## src/rtl/execute_stage_pkg.sv

```systemverilog
`default_nettype none
// ============================================================================
// Module      : execute_stage_pkg
// Description : Shared widths and encodings for the execute stage and its ALU.
// Revision    : 1.0 - initial release
// ============================================================================
package execute_stage_pkg;

    localparam int DATA_W = 8;
    localparam int REG_W  = 3;

    localparam logic [2:0] C_ALU_ADD = 3'b000;
    localparam logic [2:0] C_ALU_SUB = 3'b001;
    localparam logic [2:0] C_ALU_AND = 3'b010;
    localparam logic [2:0] C_ALU_OR  = 3'b011;
    localparam logic [2:0] C_ALU_XOR = 3'b100;
    localparam logic [2:0] C_ALU_SLT = 3'b101;
    localparam logic [2:0] C_ALU_SLL = 3'b110;
    localparam logic [2:0] C_ALU_SRL = 3'b111;

    localparam logic [1:0] C_FWD_NONE      = 2'b00;
    localparam logic [1:0] C_FWD_RESULTW   = 2'b01;
    localparam logic [1:0] C_FWD_ALURESULT = 2'b10;

    localparam logic [1:0] C_RES_ALU   = 2'b00;
    localparam logic [1:0] C_RES_MEM   = 2'b01;
    localparam logic [1:0] C_RES_PCP4  = 2'b10;

endpackage
`default_nettype wire

```

## src/rtl/execute_stage_alu.sv

```systemverilog
`default_nettype none
// ============================================================================
// Module      : alu
// Description : 8-bit combinational ALU with zero flag.
// Revision    : 1.0 - initial release
// ============================================================================
module alu
    import execute_stage_pkg::*;
(
    input  logic [DATA_W-1:0] i_a,
    input  logic [DATA_W-1:0] i_b,
    input  logic [2:0]        i_ctrl,
    output logic [DATA_W-1:0] o_result,
    output logic              o_zero
);

    always_comb begin
        o_result = '0;
        case (i_ctrl)
            C_ALU_ADD: o_result = i_a + i_b;
            C_ALU_SUB: o_result = i_a - i_b;
            C_ALU_AND: o_result = i_a & i_b;
            C_ALU_OR:  o_result = i_a | i_b;
            C_ALU_XOR: o_result = i_a ^ i_b;
            C_ALU_SLT: o_result = {{(DATA_W-1){1'b0}}, ($signed(i_a) < $signed(i_b))};
            // Only the low three bits of B form the shift amount.
            C_ALU_SLL: o_result = i_a << i_b[2:0];
            C_ALU_SRL: o_result = i_a >> i_b[2:0];
            default:   o_result = '0;
        endcase
    end

    assign o_zero = (o_result == '0);

endmodule
`default_nettype wire

```

## src/rtl/execute_stage.sv

```systemverilog
`default_nettype none
// ============================================================================
// Module      : execute_stage
// Description : Pipeline EX stage: operand forwarding, ALU, branch resolve, EX/MEM register.
// Revision    : 1.0 - initial release
// ============================================================================
module execute_stage
    import execute_stage_pkg::*;
(
    input  logic              clk,
    input  logic              rst,
    input  logic              RegWriteE,
    input  logic              MemWriteE,
    input  logic              BranchE,
    input  logic              ALUSrcE,
    input  logic [2:0]        ALUControlE,
    input  logic [1:0]        ResultSrcE,
    input  logic [DATA_W-1:0] rd1E,
    input  logic [DATA_W-1:0] rd2E,
    input  logic [DATA_W-1:0] immExtE,
    input  logic [DATA_W-1:0] pcE,
    input  logic [DATA_W-1:0] pcPlus4E,
    input  logic [REG_W-1:0]  RdE,
    input  logic [1:0]        ForwardAE,
    input  logic [1:0]        ForwardBE,
    input  logic [DATA_W-1:0] ResultW,
    output logic              PCSrcE,
    output logic [DATA_W-1:0] PCTargetE,
    output logic              RegWriteM,
    output logic              MemWriteM,
    output logic [1:0]        ResultSrcM,
    output logic [DATA_W-1:0] ALUResultM,
    output logic [DATA_W-1:0] WriteDataM,
    output logic [DATA_W-1:0] pcPlus4M,
    output logic [REG_W-1:0]  RdM
);

    logic [DATA_W-1:0] w_src_a;
    logic [DATA_W-1:0] w_write_data;
    logic [DATA_W-1:0] w_src_b;
    logic [DATA_W-1:0] w_alu_result;
    logic              w_zero;

    logic              reg_write_d,   reg_write_q;
    logic              mem_write_d,   mem_write_q;
    logic [1:0]        result_src_d,  result_src_q;
    logic [DATA_W-1:0] alu_result_d,  alu_result_q;
    logic [DATA_W-1:0] write_data_d,  write_data_q;
    logic [DATA_W-1:0] pc_plus4_d,    pc_plus4_q;
    logic [REG_W-1:0]  rd_d,          rd_q;

    // The 10 select feeds back the registered result of the previous instruction.
    always_comb begin
        w_src_a = rd1E;
        case (ForwardAE)
            C_FWD_RESULTW:   w_src_a = ResultW;
            C_FWD_ALURESULT: w_src_a = alu_result_q;
            default:         w_src_a = rd1E;
        endcase
    end

    always_comb begin
        w_write_data = rd2E;
        case (ForwardBE)
            C_FWD_RESULTW:   w_write_data = ResultW;
            C_FWD_ALURESULT: w_write_data = alu_result_q;
            default:         w_write_data = rd2E;
        endcase
    end

    assign w_src_b = ALUSrcE ? immExtE : w_write_data;

    alu u_alu (
        .i_a      (w_src_a),
        .i_b      (w_src_b),
        .i_ctrl   (ALUControlE),
        .o_result (w_alu_result),
        .o_zero   (w_zero)
    );

    assign PCSrcE    = BranchE & w_zero;
    assign PCTargetE = pcE + immExtE;

    always_comb begin
        reg_write_d  = RegWriteE;
        mem_write_d  = MemWriteE;
        result_src_d = ResultSrcE;
        alu_result_d = w_alu_result;
        write_data_d = w_write_data;
        pc_plus4_d   = pcPlus4E;
        rd_d         = RdE;
    end

    always_ff @(posedge clk) begin
        if (rst) begin
            reg_write_q  <= 1'b0;
            mem_write_q  <= 1'b0;
            result_src_q <= '0;
            alu_result_q <= '0;
            write_data_q <= '0;
            pc_plus4_q   <= '0;
            rd_q         <= '0;
        end else begin
            reg_write_q  <= reg_write_d;
            mem_write_q  <= mem_write_d;
            result_src_q <= result_src_d;
            alu_result_q <= alu_result_d;
            write_data_q <= write_data_d;
            pc_plus4_q   <= pc_plus4_d;
            rd_q         <= rd_d;
        end
    end

    assign RegWriteM  = reg_write_q;
    assign MemWriteM  = mem_write_q;
    assign ResultSrcM = result_src_q;
    assign ALUResultM = alu_result_q;
    assign WriteDataM = write_data_q;
    assign pcPlus4M   = pc_plus4_q;
    assign RdM        = rd_q;

endmodule
`default_nettype wire

```

## config.mk

```make
export PLATFORM = sky130hd
export DESIGN_NAME = execute_stage
export DESIGN_NICKNAME = d
export VERILOG_FILES = /design/src/rtl/execute_stage_pkg.sv /design/src/rtl/execute_stage_alu.sv /design/src/rtl/execute_stage.sv
export SDC_FILE = /design/constraint.sdc
export NUM_CORES = 1
export LEC_CHECK = 0
export BUFFER_PORTS_ARGS = -buffer_cell sky130_fd_sc_hd__buf_2
export CAP_MARGIN = 10
export CORE_ASPECT_RATIO = 1.5
export CORE_MARGIN = 4
export CORE_UTILIZATION = 40
export CTS_CLUSTER_SIZE = 24
export DETAILED_ROUTE_END_ITERATION = 7
export PLACE_DENSITY = 0.63
export REMOVE_ABC_BUFFERS = 1
export SETUP_SLACK_MARGIN = 0.5
export SYNTH_ARGS = -nofsm -noshare
export SYNTH_HDL_FRONTEND = slang
export SYNTH_HIERARCHICAL = 1
export SYNTH_SLANG_ARGS = --single-unit
export TNS_END_PERCENT = 1
```

## constraint.sdc

```tcl
create_clock -name clk -period 6.9 [get_ports clk]
set_input_delay 1.035 -clock clk [delete_from_list [all_inputs] [get_ports clk]]
set_output_delay 1.035 -clock clk [all_outputs]
set_load 0.05 [all_outputs]
```

==> impl_metrics.json, run 1 <==
{
  "synth.most_common_cell": "ha_1",
  "synth_cell_types": 65,
  "wl_per_cell_um": 18.4,
  "synth-seq-cells": 31,
  "grt.overflow.total": 0,
  "wl_um": 11300,
  "clkSinkCount": 31,
  "ctsLongestPathBuffers": 2,
  "fp.dieH_um": 119,
  "synth_top_area_cell": "dfxtp_1",
  "core_um2": 8010,
  "start_kind": "input port",
  "synth_compound_area_frac": 0.253,
  "ys_warn_count": 6,
  "use_met2": 0.420,
  "rsz0062_at_grt": "no",
  "slowest_delay_ps": 550,
  "p_leak_nw": 1.93,
  "nNetsFinal": 615,
  "maxSlewViolCount": 0,
  "final_area_um2": 4060,
  "use_met1": 0.240,
  "synth_area_um2": 3270,
  "status": "finished clean",
  "synth-edff-count": 0,
  "finalCriticalPeriod_ps": 6030,
  "max_slew_margin": 0.228,
  "placed_cell_area_um2": 3880,
  "viasPerCell": 5.67,
  "synthSimpleGateAreaFrac": 0.222,
  "regArea_um2": 621,
  "cts_setup_buffers": 0,
  "area_growth_syn_to_layout_pct": 23.9,
  "drtPass1Iterations": 5,
  "clk_latency_ps": 280,
  "grt_pass1_vias": 3424,
  "crit_type": "in2out",
  "synth.area.mux_share": 0.0902,
  "synth_flop_cell": "dfxtp_1",
  "maxCapViolCount": 0,
  "grt_busiest_layer": "met2",
  "finClkSkew_ps": 3.56,
  "final.setup.worst_slack_ps": 871,
  "finish.utilization": 0.506,
  "worstPathArrival_ps": 4990,
  "postSynthCellCount": 415,
  "remaining_drc_errors": 0,
  "fmax_mhz": 166,
  "synthTopCellsByCount": "36 x ha_1, 34 x inv_1, 33 x nand2_1, 32 x o21ai_0",
  "tritoncts": "built",
  "hold_viol": 0,
  "postSynth.asyncResetShare": 0,
  "multi_input_area_um2": 2420,
  "fp.dieArea_um2": 9720,
  "cts_buffers": 5,
  "nFillCells": 794,
  "initial_core_util": 0.409,
  "yosysTopAreaCellShare": 0.190,
  "ys_top_cells_by_area": "dfxtp_1 19%, ha_1 14%, nor2b_1 5.7%",
  "synth_top_family_by_area": "compound AO/OA/AOI/OAI gates",
  "ant_nets": 0,
  "crit_family": "compound AO/OA/AOI/OAI gates",
  "hp-class": "reg2reg",
  "synthAdderAreaFrac": 0.156,
  "worstSetupEndpointType": "primary output",
  "cts_root_buf": "clkbuf_16",
  "rows": 40,
  "path_max_fanout": 19,
  "grt_max_degree": 32,
  "critPathBufInv": 5,
  "grt_pass1_wl_um": 17200,
  "synthXorXnorAreaFrac": 0.0161,
  "vias": 3490,
  "htreeDepth": 2,
  "crit_required_ps": 5860,
  "min_period_over_period": 0.874,
  "ir_drop_uv": 202,
  "first_iter_violations": 194,
  "path_clk_slew_ps": 60,
  "dp.cells": 608,
  "powerDensity_nw_per_um2": 216,
  "setup_tns_ps": 0,
  "setup_violations": 0,
  "met3_usage": 0.0351,
  "gr-usage-all-layers": 0.231,
  "cp_cell_sequence": "buf_2, inv_1, ha_1, nor2_1, a21oi_1, o21ai_1, buf_4, inv_1, ha_1, o21ba_2, o21ai_0, a211oi_1, or3_1, a41o_1, nor3_1, and4b_1, and2_1, buf_2",
  "dp_slack_ps": 731,
  "syn_avg_cell_area_um2": 7.89,
  "yosysSeqAreaShare": 0.190,
  "antennaDiodeCount": 0,
  "final_cells": 616,
  "worst_pin_slew_ps": 1150,
  "cp_slowest_cell": "ha_1",
  "place_congestion": 0.948,
  "port_buffers": 105,
  "antenna_found_initial": 0,
  "io_pins": 106,
  "die_w_um": 81.9,
  "drive_above_1_share": 0.268,
  "dpl.hpwl_um": 9170
}
[registers in the layout, summed over array words and instances, names as in the netlist]
signal and count:
WriteDataM 8, ResultSrcM 2, RegWriteM 1, RdM 3, ALUResultM 8, pcPlus4M 8
MemWriteM 1
[report_power, final]
part	internal [mW]	total (mW)	switching, mW	leakage [nW]
clock	0.170	0.255	0.0854	0.0838
sequential	0.194	0.202	0.00808	0.257
combinational	0.149	0.419	0.270	1.59
[final timing paths]
kind         slack [ps]  cells after the start       endpoint          start
max reg2reg        3550                     13  ALUResultM[0]  ALUResultM[2]
max                 870                     18         PCSrcE   ForwardBE[0]
min                 680                      4  WriteDataM[3]  ALUResultM[3]
min reg2reg         680                      4  WriteDataM[3]  ALUResultM[3]
[routing by layer]
layer | routed length [um] | vias to the layer above
li1 | - | 1680
met1 | 4060 | 1609
met2 | 5880 | 166
met3 | 818 | 35
met4 | 581 | 0
met5 | 0 | -
[through the flow]
stage	power [mW]	hold WS, ps
finish	0.876	682
global route	0.925	761
CTS	0.878	683
detailed placement	0.619	669
global placement	0.617	661
floorplan	0.496	975
[layout make-up]
cell class	instances	share of cell area
clock buffer	5	0.0309
clock inverter	3	0.0108
inverter	35	0.0324
multi-input combinational	324	0.596
sequential	31	0.153
tap	105	0.0324
timing repair buffer	113	0.144
[logic make-up (layout without fill, tap and decap cells)]
group                    after synthesis  in the layout
AND/OR/NAND/NOR                      140            140
AO/OA/AOI/OAI                        124            124
buffers and inverters                 60            156
adder cells (fa/ha/maj)               39             39
flip-flops                            31             31
multiplexers                          15             15
XOR/XNOR                               6              6
[what timing repair did]
item,4_1_cts,5_1_grt
hold endpoints to repair,0,0
resized for setup,0,2
endpoints found under the setup margin,0,1
hold buffers,0,0
[worst register-to-register path, stage by stage, from the launching register on]
cell	delay, ps
dfxtp_1	380
a22oi_1	100
nor2_1	120
a21oi_1	60
o21ai_0	190
buf_4	200
inv_1	110
ha_1	450
o21bai_1	130
a2111oi_1	500
o21ai_0	130
a2111oi_0	430
or3_1	190
nor2b_1	240
[cells in the final DEF (no fill, tap or decap), types with 2 or more instances in the layout]
master | synthesis | routed
mux4_1 | 5 | 5
o21ai_1 | 0 | 3
o21bai_1 | 3 | 3
a211oi_1 | 3 | 3
nand3_1 | 7 | 7
clkbuf_16 | 0 | 5
a21o_1 | 4 | 4
a22o_1 | 2 | 2
nor3b_1 | 2 | 2
o221ai_1 | 2 | 2
xnor2_1 | 4 | 4
mux2i_1 | 4 | 4
nand3b_1 | 2 | 2
nor2_1 | 31 | 31
and4b_1 | 2 | 2
mux4_2 | 5 | 5
ha_1 | 36 | 36
o21ai_0 | 32 | 29
a32oi_1 | 5 | 5
nand2b_1 | 7 | 7
xor2_1 | 2 | 2
o211ai_1 | 4 | 4
buf_4 | 0 | 8
a21oi_1 | 27 | 27
or3_1 | 2 | 2
o31a_1 | 2 | 2
and3_1 | 3 | 3
nor3_1 | 11 | 11
a31oi_1 | 3 | 3
fa_1 | 3 | 3
nand2_1 | 33 | 33
nor2b_1 | 30 | 30
buf_2 | 3 | 105
dfxtp_1 | 31 | 31
inv_1 | 34 | 34
a22oi_1 | 19 | 19
Power figures use the tool's default switching activity.
==> inputs of run 2 (changes only) <==
--- a/config.mk
+++ b/config.mk
@@ -13,7 +13,6 @@
 export CTS_CLUSTER_SIZE = 24
 export DETAILED_ROUTE_END_ITERATION = 7
 export PLACE_DENSITY = 0.63
-export REMOVE_ABC_BUFFERS = 1
 export SETUP_SLACK_MARGIN = 0.5
 export SYNTH_ARGS = -nofsm -noshare
 export SYNTH_HDL_FRONTEND = slang
==> run 2 against run 1 <==
  * Sequential share of layout area about the same
  * Hold slack better by 88 ps
  * Highest routed layer unchanged
  * Largest power group unchanged
  * Cell area up 0.12%
  * Sequential power about the same
  * Register-to-register slack worse by 150 ps
  * Setup slack worse by 67 ps
  * Count of clock-buffer cells in the layout up 1
  * Non-clock buffer count up 4
==> impl_metrics.json, run 2 (same netlist as run 1, synthesis figures left out) <==
{
  "io_pins": 106,
  "whs_ps": 770,
  "area_growth_syn_to_layout_pct": 24.0,
  "clkSinkCount": 31,
  "setup_tns_ps": 0,
  "path_clk_slew_ps": 50,
  "cts_root_buf": "clkbuf_16",
  "status": "finished clean",
  "slowest_delay_ps": 790,
  "setup_violations": 0,
  "maxCapViolCount": 0,
  "start_kind": "input port",
  "drive_above_1_share": 0.274,
  "path_max_fanout": 16,
  "critPathBufInv": 4,
  "nNetsFinal": 619,
  "first_iter_violations": 184,
  "hold_buffers": 0,
  "clk_latency_ps": 270,
  "ir_drop_uv": 156,
  "final_cells": 620,
  "cp_slowest_cell": "a2111oi_0",
  "crit_required_ps": 5860,
  "finalCriticalPeriod_ps": 6100,
  "viasPerCell": 5.61,
  "hold_viol": 0,
  "layout_common_cells": "105 x buf_2, 36 x ha_1, 34 x inv_1, 33 x nand2_1",
  "intPower_mw": 0.477,
  "antennaDiodeCount": 0,
  "cp_cell_sequence": "buf_2, inv_1, ha_1, nor2_1, a21oi_1, o21ai_0, inv_1, ha_1, nor3_1, a2111oi_0, o21ai_0, a2111oi_0, or3_1, nor3_1, and4b_1, and2_1, buf_2",
  "synth_nets": 520,
  "cts_buffers": 5,
  "fmax_mhz": 164,
  "rows": 40,
  "maxSlewViolCount": 0,
  "seqPwrFrac": 0.246,
  "rsz0062_at_grt": "no",
  "place_congestion": 0.900,
  "worst_pin_slew_ps": 853,
  "grt.overflow.total": 0,
  "finClkSkew_ps": 0.611,
  "crit_type": "in2out",
  "vias": 3481,
  "fp.dieArea_um2": 9720,
  "dp.cells": 612,
  "grt_pass1_vias": 3251,
  "min_period_over_period": 0.883,
  "clockPowerShare": 0.247,
  "max_slew_margin": 0.417,
  "core_um2": 8010,
  "drtPass1Iterations": 5,
  "fp.dieH_um": 119,
  "combPwrFrac": 0.507,
  "p_leak_nw": 1.94,
  "powerDensity_nw_per_um2": 204,
  "worstSetupEndpointType": "primary output",
  "ctsLongestPathBuffers": 2,
  "switching_share": 0.423,
  "tritoncts": "built",
  "worstPathArrival_ps": 5060,
  "ant_nets": 0,
  "htreeDepth": 2,
  "remaining_drc_errors": 0,
  "antenna_found_initial": 0,
  "wl_um": 10900,
  "grt_pass1_wl_um": 16500,
  "gr-usage-all-layers": 0.219,
  "p_switching_mw": 0.350,
  "crit_family": "compound AO/OA/AOI/OAI gates",
  "die_w_um": 81.9,
  "hp-class": "reg2reg",
  "grt_max_degree": 32,
  "nFillCells": 778,
  "initial_core_util": 0.409,
  "wl_per_cell_um": 17.5,
  "port_buffers": 105,
  "final_common_cell": "buf_2",
  "dpl.hpwl_um": 8850,
  "cts_setup_buffers": 0,
  "cts_resized": 0
}
## run 2: worst register-to-register path: cells and delay by family (launching register included)
kind,cells,cell delay [ps]
compound gates,6,1870
fa+ha+maj,1,530
simple gates,4,520
flops,1,380
buf+inv,1,120
## run 2: area by class of cell
type                    instances  area (um2)  area share
flip-flops and latches         31         621       0.153
clock buffers                   6         129      0.0317
inverters                      35         131      0.0324
clock inverters                 2        12.5     0.00308
repair buffers                117         616       0.152
multi-input cells             324        2420       0.596
well taps                     105         131      0.0324
## run 2: layer usage
metal | GRT usage | up-vias | routed length, um
met1 | 0.245 | 1563 | 3940
met4 | 0.107 | 0 | 485
met5 | 0 | - | 0
met3 | 0.0282 | 35 | 923
li1 | - | 1689 | -
met2 | 0.392 | 194 | 5510
## run 2: final timing paths
check,start,end,slack [ps],cells past startpoint
worst max-delay path,ForwardBE[0],PCSrcE,800,17
worst min-delay path,ALUResultM[4],WriteDataM[4],770,4
worst max register to register,ALUResultM[4],ALUResultM[0],3400,12
worst min register to register,ALUResultM[4],WriteDataM[4],770,4
## run 2: through the flow
step	power, mW	cell area, um2	setup WS, ps	utilization
after floorplan	0.505	3270	816	-
after global placement	0.620	3920	1050	0.489
after detailed placement	0.621	3920	890	0.489
after CTS	0.830	4060	879	0.507
after global routing	0.873	4060	509	0.507
final	0.828	4060	804	0.507
## run 2: power groups by stage
| stage | Combinational, mW | Clock [mW] | Sequential, mW |
|---|---|---|---|
| CTS | 0.416 | 0.210 | 0.203 |
| floorplan | 0.251 | 0 | 0.254 |
| finish | 0.420 | 0.205 | 0.203 |
| detailed placement | 0.414 | 0 | 0.207 |
| global route | 0.453 | 0.216 | 0.204 |
| global placement | 0.413 | 0 | 0.207 |
